File: config.mk
export PLATFORM = sky130hd
export DESIGN_NAME = pwm_meter
export DESIGN_NICKNAME = d
export VERILOG_FILES = /design/src/rtl/pwm_meter_pkg.sv /design/src/rtl/hyst_comp.sv /design/src/rtl/pwm_meter.sv
export SDC_FILE = /design/constraint.sdc
export NUM_CORES = 1
export LEC_CHECK = 0
export CAP_MARGIN = 20
export CORE_MARGIN = 2
export CORE_UTILIZATION = 50
export DETAILED_ROUTE_END_ITERATION = 8
export HOLD_SLACK_MARGIN = 0.02
export PLACE_DENSITY = 0.76
export SLEW_MARGIN = 0
export SYNTH_ARGS = -nofsm -noshare
export SYNTH_HDL_FRONTEND = slang
export SYNTH_HIERARCHICAL = 1
export SYNTH_SLANG_ARGS = --single-unit
export TNS_END_PERCENT = 5
File: constraint.sdc
create_clock -name i_clk -period 3.2 [get_ports i_clk]
set_input_delay 0.64 -clock i_clk [delete_from_list [all_inputs] [get_ports i_clk]]
set_output_delay 0.64 -clock i_clk [all_outputs]
set_load 0.02 [all_outputs]
File: src/rtl/pwm_meter_pkg.sv
// pwm_meter_pkg: shared widths, debounce depth and FSM state type for pwm_meter.
// The debounce depth only matters when PWM_METER_DEBOUNCE_EN is defined.
package pwm_meter_pkg;

    localparam int DEF_WIDTH     = 18;
    localparam int DEF_CNT_WIDTH = 24;

    // Consecutive agreeing samples needed before the sliced level toggles.
    // The stability counter is 3 bits wide, so keep this between 1 and 8.
    localparam int DEBOUNCE      = 4;
    localparam int STAB_WIDTH    = 3;

    typedef enum logic {
        IDLE    = 1'b0,
        MEASURE = 1'b1
    } meter_state_t;

endpackage

File: src/rtl/hyst_comp.sv
// hyst_comp: hysteresis comparator that slices a signed fixed-point sample into
// a registered digital level. Optional debounce under PWM_METER_DEBOUNCE_EN.
module hyst_comp
    import pwm_meter_pkg::*;
#(
    parameter int WIDTH = DEF_WIDTH
) (
    input  logic                    i_clk,
    input  logic                    i_rst,
    input  logic signed [WIDTH-1:0] i_v_in,
    input  logic signed [WIDTH-1:0] i_th_hi,
    input  logic signed [WIDTH-1:0] i_th_lo,
    output logic                    o_dig_out
);

    logic r_dig_out;
    logic w_raw;

    // Only the threshold belonging to the current level is looked at, so
    // swapped thresholds simply collapse into a plain sign-style comparator.
    always_comb begin
        w_raw = r_dig_out;
        if (!r_dig_out && (i_v_in > i_th_hi)) begin
            w_raw = 1'b1;
        end else if (r_dig_out && (i_v_in < i_th_lo)) begin
            w_raw = 1'b0;
        end
    end

`ifdef PWM_METER_DEBOUNCE_EN
    localparam logic [STAB_WIDTH-1:0] STAB_LAST = STAB_WIDTH'(DEBOUNCE - 1);
    localparam logic [STAB_WIDTH-1:0] STAB_ONE  = STAB_WIDTH'(1);

    logic [STAB_WIDTH-1:0] r_stab;

    // Toggle only after the opposite decision has held for DEBOUNCE samples;
    // any sample agreeing with the current level restarts the count.
    always_ff @(posedge i_clk) begin
        if (i_rst) begin
            r_dig_out <= 1'b0;
            r_stab    <= '0;
        end else if (w_raw == r_dig_out) begin
            r_stab    <= '0;
        end else if (r_stab == STAB_LAST) begin
            r_dig_out <= w_raw;
            r_stab    <= '0;
        end else begin
            r_stab    <= r_stab + STAB_ONE;
        end
    end
`else
    // Register the comparator decision directly.
    always_ff @(posedge i_clk) begin
        if (i_rst) begin
            r_dig_out <= 1'b0;
        end else begin
            r_dig_out <= w_raw;
        end
    end
`endif

    assign o_dig_out = r_dig_out;

endmodule

File: src/rtl/pwm_meter.sv
// pwm_meter: times the period and high time of a sliced analog waveform and
// strobes each completed cycle. Define PWM_METER_DEBOUNCE_EN to debounce the slicer.
module pwm_meter
    import pwm_meter_pkg::*;
#(
    parameter int WIDTH     = DEF_WIDTH,
    parameter int CNT_WIDTH = DEF_CNT_WIDTH
) (
    input  logic                    i_clk,
    input  logic                    i_rst,
    input  logic signed [WIDTH-1:0] i_v_in,
    input  logic signed [WIDTH-1:0] i_th_hi,
    input  logic signed [WIDTH-1:0] i_th_lo,
    output logic                    o_dig_out,
    output logic [CNT_WIDTH-1:0]    o_period,
    output logic [CNT_WIDTH-1:0]    o_high_time,
    output logic                    o_meas_valid,
    output logic                    o_overflow
);

    localparam logic [CNT_WIDTH-1:0] CNT_MAX = '1;
    localparam logic [CNT_WIDTH-1:0] CNT_ONE = CNT_WIDTH'(1);

    meter_state_t         r_state;
    meter_state_t         w_state_next;
    logic                 w_dig;
    logic                 r_dig_prev;
    logic                 w_rise;
    logic                 w_fall;
    logic [CNT_WIDTH-1:0] r_cnt;
    logic [CNT_WIDTH-1:0] r_hcnt;
    logic [CNT_WIDTH-1:0] r_hlat;
    logic                 r_fell;
    logic [CNT_WIDTH-1:0] r_period;
    logic [CNT_WIDTH-1:0] r_high_time;
    logic                 r_meas_valid;
    logic                 r_overflow;
    logic [CNT_WIDTH-1:0] w_cnt_next;
    logic [CNT_WIDTH-1:0] w_hcnt_next;
    logic [CNT_WIDTH-1:0] w_hlat_next;
    logic                 w_fell_next;
    logic [CNT_WIDTH-1:0] w_period_next;
    logic [CNT_WIDTH-1:0] w_high_time_next;
    logic                 w_meas_valid_next;
    logic                 w_overflow_next;

    hyst_comp #(
        .WIDTH (WIDTH)
    ) u_hyst_comp (
        .i_clk     (i_clk),
        .i_rst     (i_rst),
        .i_v_in    (i_v_in),
        .i_th_hi   (i_th_hi),
        .i_th_lo   (i_th_lo),
        .o_dig_out (w_dig)
    );

    assign w_rise = w_dig & ~r_dig_prev;
    assign w_fall = ~w_dig & r_dig_prev;

    // Next-state and datapath decisions; a rise always beats counter saturation.
    always_comb begin
        w_state_next      = r_state;
        w_cnt_next        = r_cnt;
        w_hcnt_next       = r_hcnt;
        w_hlat_next       = r_hlat;
        w_fell_next       = r_fell;
        w_period_next     = r_period;
        w_high_time_next  = r_high_time;
        w_meas_valid_next = 1'b0;
        w_overflow_next   = r_overflow;
        case (r_state)
            IDLE: begin
                if (w_rise) begin
                    w_cnt_next   = CNT_ONE;
                    w_hcnt_next  = CNT_ONE;
                    w_fell_next  = 1'b0;
                    w_state_next = MEASURE;
                end
            end
            MEASURE: begin
                if (w_rise) begin
                    w_period_next     = r_cnt;
                    w_high_time_next  = r_fell ? r_hlat : r_cnt;
                    w_meas_valid_next = 1'b1;
                    w_cnt_next        = CNT_ONE;
                    w_hcnt_next       = CNT_ONE;
                    w_fell_next       = 1'b0;
                end else if (r_cnt == CNT_MAX) begin
                    w_overflow_next = 1'b1;
                    w_state_next    = IDLE;
                end else begin
                    w_cnt_next = r_cnt + CNT_ONE;
                    if (w_dig && (r_hcnt != CNT_MAX)) begin
                        w_hcnt_next = r_hcnt + CNT_ONE;
                    end
                    if (w_fall) begin
                        w_hlat_next = r_hcnt;
                        w_fell_next = 1'b1;
                    end
                end
            end
            default: begin
                w_state_next = IDLE;
            end
        endcase
    end

    // FSM state register.
    always_ff @(posedge i_clk) begin
        if (i_rst) begin
            r_state <= IDLE;
        end else begin
            r_state <= w_state_next;
        end
    end

    // Edge history, counters and the published measurement.
    always_ff @(posedge i_clk) begin
        if (i_rst) begin
            r_dig_prev   <= 1'b0;
            r_cnt        <= '0;
            r_hcnt       <= '0;
            r_hlat       <= '0;
            r_fell       <= 1'b0;
            r_period     <= '0;
            r_high_time  <= '0;
            r_meas_valid <= 1'b0;
            r_overflow   <= 1'b0;
        end else begin
            r_dig_prev   <= w_dig;
            r_cnt        <= w_cnt_next;
            r_hcnt       <= w_hcnt_next;
            r_hlat       <= w_hlat_next;
            r_fell       <= w_fell_next;
            r_period     <= w_period_next;
            r_high_time  <= w_high_time_next;
            r_meas_valid <= w_meas_valid_next;
            r_overflow   <= w_overflow_next;
        end
    end

    assign o_dig_out    = w_dig;
    assign o_period     = r_period;
    assign o_high_time  = r_high_time;
    assign o_meas_valid = r_meas_valid;
    assign o_overflow   = r_overflow;

endmodule

Word-level counts from Yosys, hierarchy flattened

Index checks and enable logic that the tools add are counted.
W data, S select, Z words.

$add $sub $neg: 2
Multiply operators: 0
Divide/modulo/power cells: 0
Magnitude comparators: 2
Equality and inequality tests: 6
Shift-type cells: 0
Multiplexer cells: 20
Bitwise gates (word level): 7
Reduce and logical (&&, ||, !) cells: 12

Operator list:

| cell                    | number |
|---|---|
| $mux W24                | 7 |
| $pmux W24 S2            | 2 |
| $add A24 B1 Y24 const B | 2 |
| $eq A24 B24 Y1 const B  | 1 |
| $ne A24 B24 Y1 const B  | 1 |
| $gt A18 B18 Y1          | 1 |
| $lt A18 B18 Y1          | 1 |
| $mux W1                 | 9 |
| $reduce_and A3 Y1       | 3 |
| $ne A3 B1 Y1 const B    | 2 |
| $not A1 Y1              | 5 |
| $pmux W1 S2             | 2 |
| $reduce_and A2 Y1       | 2 |
| $reduce_and A4 Y1       | 1 |
| $logic_and A1 B1 Y1     | 3 |
| $ne A3 B3 Y1 const B    | 1 |
| $and A1 B1 Y1           | 2 |
| $ne A2 B2 Y1 const B    | 1 |
| $reduce_bool A2 Y1      | 1 |
| $reduce_or A2 Y1        | 1 |
| $logic_not A1 Y1        | 1 |

Flip-flop bits (word level): 126
Latch bits: 0
Memory bits (writable): 0
Bits in read-only memories: 0
Logic and storage cells: 60
Memories kept: 0

Logic depth before layout (Yosys ltp)

Depth after elaboration: 6
Mapped depth: 9
Depth with buffers taken out: 8

Hierarchy

The synthesis kept the hierarchy.

Modules (own cells, without submodules):

| module    | times used | cells each | area each (um2) | seq. area each (um2) |
|---|---|---|---|---|
| pwm_meter | 1          | 671        | 5559.1          | 2502.4 |
| hyst_comp | 1          | 126        | 934.6           | 20.0 |

Worst setup path before layout

No wires, ideal clock.

Path kind: reg2reg
Start point: register r_hcnt[0]
End point: register r_hcnt[16]
Arrival: 1.926 ns
Data required time: 3.078 ns
Path slack: 1.153 ns
Stages on the path, launching flop included: 7
Buffers on the path: 0
Period minus slack after synthesis: 2.047 ns
Cell sequence: dfxtp_1 > ha_1 > nand3_2 > or4_4 > o21ai_2 > nor2_2 > a221o_1

Word-level cells in the longest chain between the ends: 5

RTL lines:

| element                | line             | source |
|---|---|---|
| from (decl)            | pwm_meter.sv:31  | `logic [CNT_WIDTH-1:0] r_hcnt;` |
| from (signal assigned) | pwm_meter.sv:133 | `r_hcnt <= w_hcnt_next;` |
| $add A24 B1 Y24        | pwm_meter.sv:95  | `w_hcnt_next = r_hcnt + CNT_ONE;` |
| $mux W24               | pwm_meter.sv:94  | `if (w_dig && (r_hcnt != CNT_MAX)) begin` |
| $mux W24               | pwm_meter.sv:89  | `end else if (r_cnt == CNT_MAX) begin` |
| $mux W24               | pwm_meter.sv:82  | `if (w_rise) begin` |
| $pmux W24 S2           | pwm_meter.sv:72  | `case (r_state)` |

Several ways; a longest one is shown, not always the timed one. The select of a mux whose other input is x is not followed.
A chain may end at the register's enable or synchronous reset.

Final worst setup path

Start point: register r_cnt[1]
End point: register r_hcnt[21]

Word-level cells in the longest chain between the ends: 3

RTL lines:

| element                            | line             | source |
|---|---|---|
| from (decl)                        | pwm_meter.sv:30  | `logic [CNT_WIDTH-1:0] r_cnt;` |
| from (signal assigned)             | pwm_meter.sv:132 | `r_cnt <= w_cnt_next;` |
| $eq A24 B24 Y1                     | pwm_meter.sv:89  |  |
| $ne A3 B3 Y1 (no source line)      | -                |  |
| $reduce_and A3 Y1 (no source line) | -                |  |

Every way passes these cells.

==> results.sh <==
export IMPL_cts_buffer_depth=2
export IMPL_design_area_sq_um=8260
export IMPL_drt_wl_total_um=16900
export IMPL_hold_class="register to register"
export IMPL_fin_skew_ns=0.00793
export IMPL_worstPathArrival_ns=2.88
export IMPL_dieHeight_um=118
export IMPL_hold_buffers=0
export IMPL_clk_pin_slew_worst_paths_ns=0.05
export IMPL_track_usage=0.246
export IMPL_cts_tree="done"
export IMPL_met1_length_um=7260
export IMPL_htree_num_levels=4
export IMPL_io_pins=107
export IMPL_synthCells=797
export IMPL_clk_root_buffer_cell="clkbuf_16"
export IMPL_dpl_instance_area_sq_um=7660
export IMPL_slew_viol_final=0
export IMPL_cp_max_fo=9
export IMPL_rrSetupSlack_ns=0.63
export IMPL_drtIter0Drc=449
export IMPL_r2r_start="r_cnt[1]"
export IMPL_critPathLaunchType="register"
export IMPL_ir_drop_mv=0.378
export IMPL_period_share=0.804
export IMPL_synth_area_per_cell_sq_um=8.15
export IMPL_synth_top_area_cell="dfxtp_1"
export IMPL_synth_nets=890
export IMPL_finalCoreUtilization=0.652
export IMPL_yosys_top_cells_count="nand2_1, dfxtp_1, a21oi_1, nor2_1, inv_1"
export IMPL_cts_sinks=126
export IMPL_post_cts_setup_buffers=0
export IMPL_grt_setup_unrepaired="no"
export IMPL_top_layer="met4"
export IMPL_antenna_found_initial=0
export IMPL_outcome="finished, final reports clean"
export IMPL_dpl_cell_count=1043
export IMPL_p_total_mw=4.18
export IMPL_synth_seq_cells=126
export IMPL_relSlewSlack=0.427
export IMPL_first_global_vias=5793
export IMPL_ant_nets=0
export IMPL_via_per_inst=5.73
export IMPL_worstMarginPinSlew_ns=0.858
export IMPL_leakage_nw=2.94
export IMPL_synth_area_top_cells="dfxtp_1, nand2_1, ha_1, a21oi_1, mux2i_1"
export IMPL_synth_top_area_frac=0.388
export IMPL_route_met3_wl_um=1020
export IMPL_ys_types=69
export IMPL_finalNonFillerCells=1075
export IMPL_dr_wl_met2_um=8330
export IMPL_drive_above_1_share=0.0786
export IMPL_crit_path_start="r_cnt[1]"
export IMPL_path_class="register to register"
export IMPL_drv_cap=0
export IMPL_setup_tns_ns=0
export IMPL_synthesis_area_sq_um=6490
export IMPL_grt_pass1_wl_um=28000
export IMPL_hpwl_um=12300
export IMPL_cts_resized=0
export IMPL_die_x_um=118
export IMPL_drcViolationCount=0
export IMPL_powerDensity_nw_per_um2=506
export IMPL_die_area_sq_um=13900
export IMPL_gr_total_overflow=0
export IMPL_route_detailed_wl_per_inst_um=15.7
export IMPL_initial_utilization=0.512
export IMPL_grt_max_degree=40
export IMPL_area_delta_synth_final_pct=27.3
export IMPL_endpoint_kind="register"
export IMPL_synth_edff_count=0
export IMPL_ys_warn_count=6
export IMPL_dr_total_vias=6165
export IMPL_dr_pass1_iters=5
export IMPL_setup_viol=0
export IMPL_fmaxAchievable_mhz=389
export IMPL_crit_required_ns=3.50
export IMPL_core_sq_um=12700
export IMPL_async_flop_share=0
export IMPL_holdPathStages=2
export IMPL_routabilityCongestion=0.945
export IMPL_port_buffers=106
export IMPL_antenna_cells=0
export IMPL_finalHoldViolCount=0
export IMPL_min_delay_start="o_period[16]"
export IMPL_rr_endpoint="r_hcnt[21]"
export IMPL_synth_seq_area_share=0.388
export IMPL_r2r_cells=6
export IMPL_num_rows=41
export IMPL_nets=983
export IMPL_hold_end="o_period[16]"
export IMPL_ys_flop_type="dfxtp_1"
export IMPL_clkLatencyLatePin_ns=0.42
export IMPL_yosysMostFrequentCell="nand2_1"
export IMPL_cts_inserted_buffers=17
export IMPL_period_needed_ns=2.57
-- placed cells by master, fill, tap and decap left out, drive strengths merged, types with 3 or more instances in the layout --
cell type / Yosys / final
xnor2: 10 / 10
or4: 10 / 10
o21ai: 18 / 18
inv: 41 / 42
buf: 17 / 17
and4: 7 / 7
o32ai: 3 / 3
clkbuf: 31 / 21
nand2b: 5 / 5
nor4: 11 / 11
a211o: 3 / 3
nand2: 141 / 141
a221o: 8 / 8
nor3: 12 / 12
nor2b: 5 / 5
o31ai: 7 / 7
nand4b: 3 / 3
mux2i: 26 / 26
a211oi: 28 / 28
bufinv: 0 / 3
nand4: 26 / 26
dfxtp: 126 / 126
nand3: 16 / 16
or2: 3 / 3
clkinv: 0 / 5
clkdlybuf4s50: 0 / 105
nor2: 66 / 66
and3: 11 / 11
or3: 6 / 6
ha: 37 / 37
a21oi: 86 / 86
-- worst max-delay path, cell delays in order, from the launching register on --
cell,delay [ns]
dfxtp_1,0.41
ha_1,0.23
and3_1,0.32
nor3b_2,0.54
and2_1,0.45
nor2_2,0.18
a221o_1,0.32
-- per-stage QoR --
stage / hold slack (ns) / worst slack, ns
CTS: 0.454 / 0.676
global placement: 0.442 / 0.675
floorplan: 0.436 / 1.15
finish: 0.452 / 0.626
detailed placement: 0.447 / 0.627
global route: 0.466 / 0.403
-- worst max path at each step --
stage                            end  slack [ns]  depth (start not counted)
2_1_floorplan             r_hcnt[16]        1.15                          6
3_3_place_gp   u_hyst_comp/o_dig_out        0.68                          9
3_5_place_dp   u_hyst_comp/o_dig_out        0.63                          9
5_1_grt                    r_cnt[19]        0.40                          6
6_report                  r_hcnt[21]        0.63                          6
4_1_cts                   r_hcnt[21]        0.68                          6
-- state kept, by name, indices dropped and copies added (netlist names) --
| name | cells |
|---|---|
| o_overflow | 1 |
| u_hyst_comp/o_dig_out | 1 |
| r_hcnt | 24 |
| o_high_time | 24 |
| r_dig_prev | 1 |
| r_cnt | 24 |
| r_fell | 1 |
| r_state | 1 |
| o_meas_valid | 1 |
| r_hlat | 24 |
| o_period | 24 |
-- cell type report --
class	instances	area, sq um
Fill cell	1058	4410
Sequential cell	126	2520
Timing Repair Buffer	122	1180
Multi-Input combinational cell	582	3600
Inverter	41	154
Tap cell	172	215
Clock buffer	21	460
Clock inverter	11	139
-- metal layers --
metal	global-route usage	up-vias
met5	0	-
met4	0.0813	0
met3	0.0494	27
met2	0.420	217
met1	0.310	2880
li1	-	3041
-- logic make-up (layout without fill, tap and decap cells) --
kind of cell / Yosys count / count (layout) / share of synthesized area
DFF: 126 / 126 / 0.388
xor gates and xnor gates: 12 / 12 / 0.0162
muxes: 26 / 26 / 0.0401
AOI/OAI and AO/OA: 179 / 179 / 0.182
buffers and inverters: 89 / 195 / 0.0588
adders and majority gates: 37 / 37 / 0.0713
and+or+nand+nor: 328 / 328 / 0.243
-- where the power goes --
group          internal [mW]  total [mW]  switching [mW]
clock                   1.26        1.95           0.695
sequential              1.61        1.65          0.0394
combinational          0.242       0.574           0.333
total                   3.11        4.18            1.07
(Power assumes the default switching activity.)
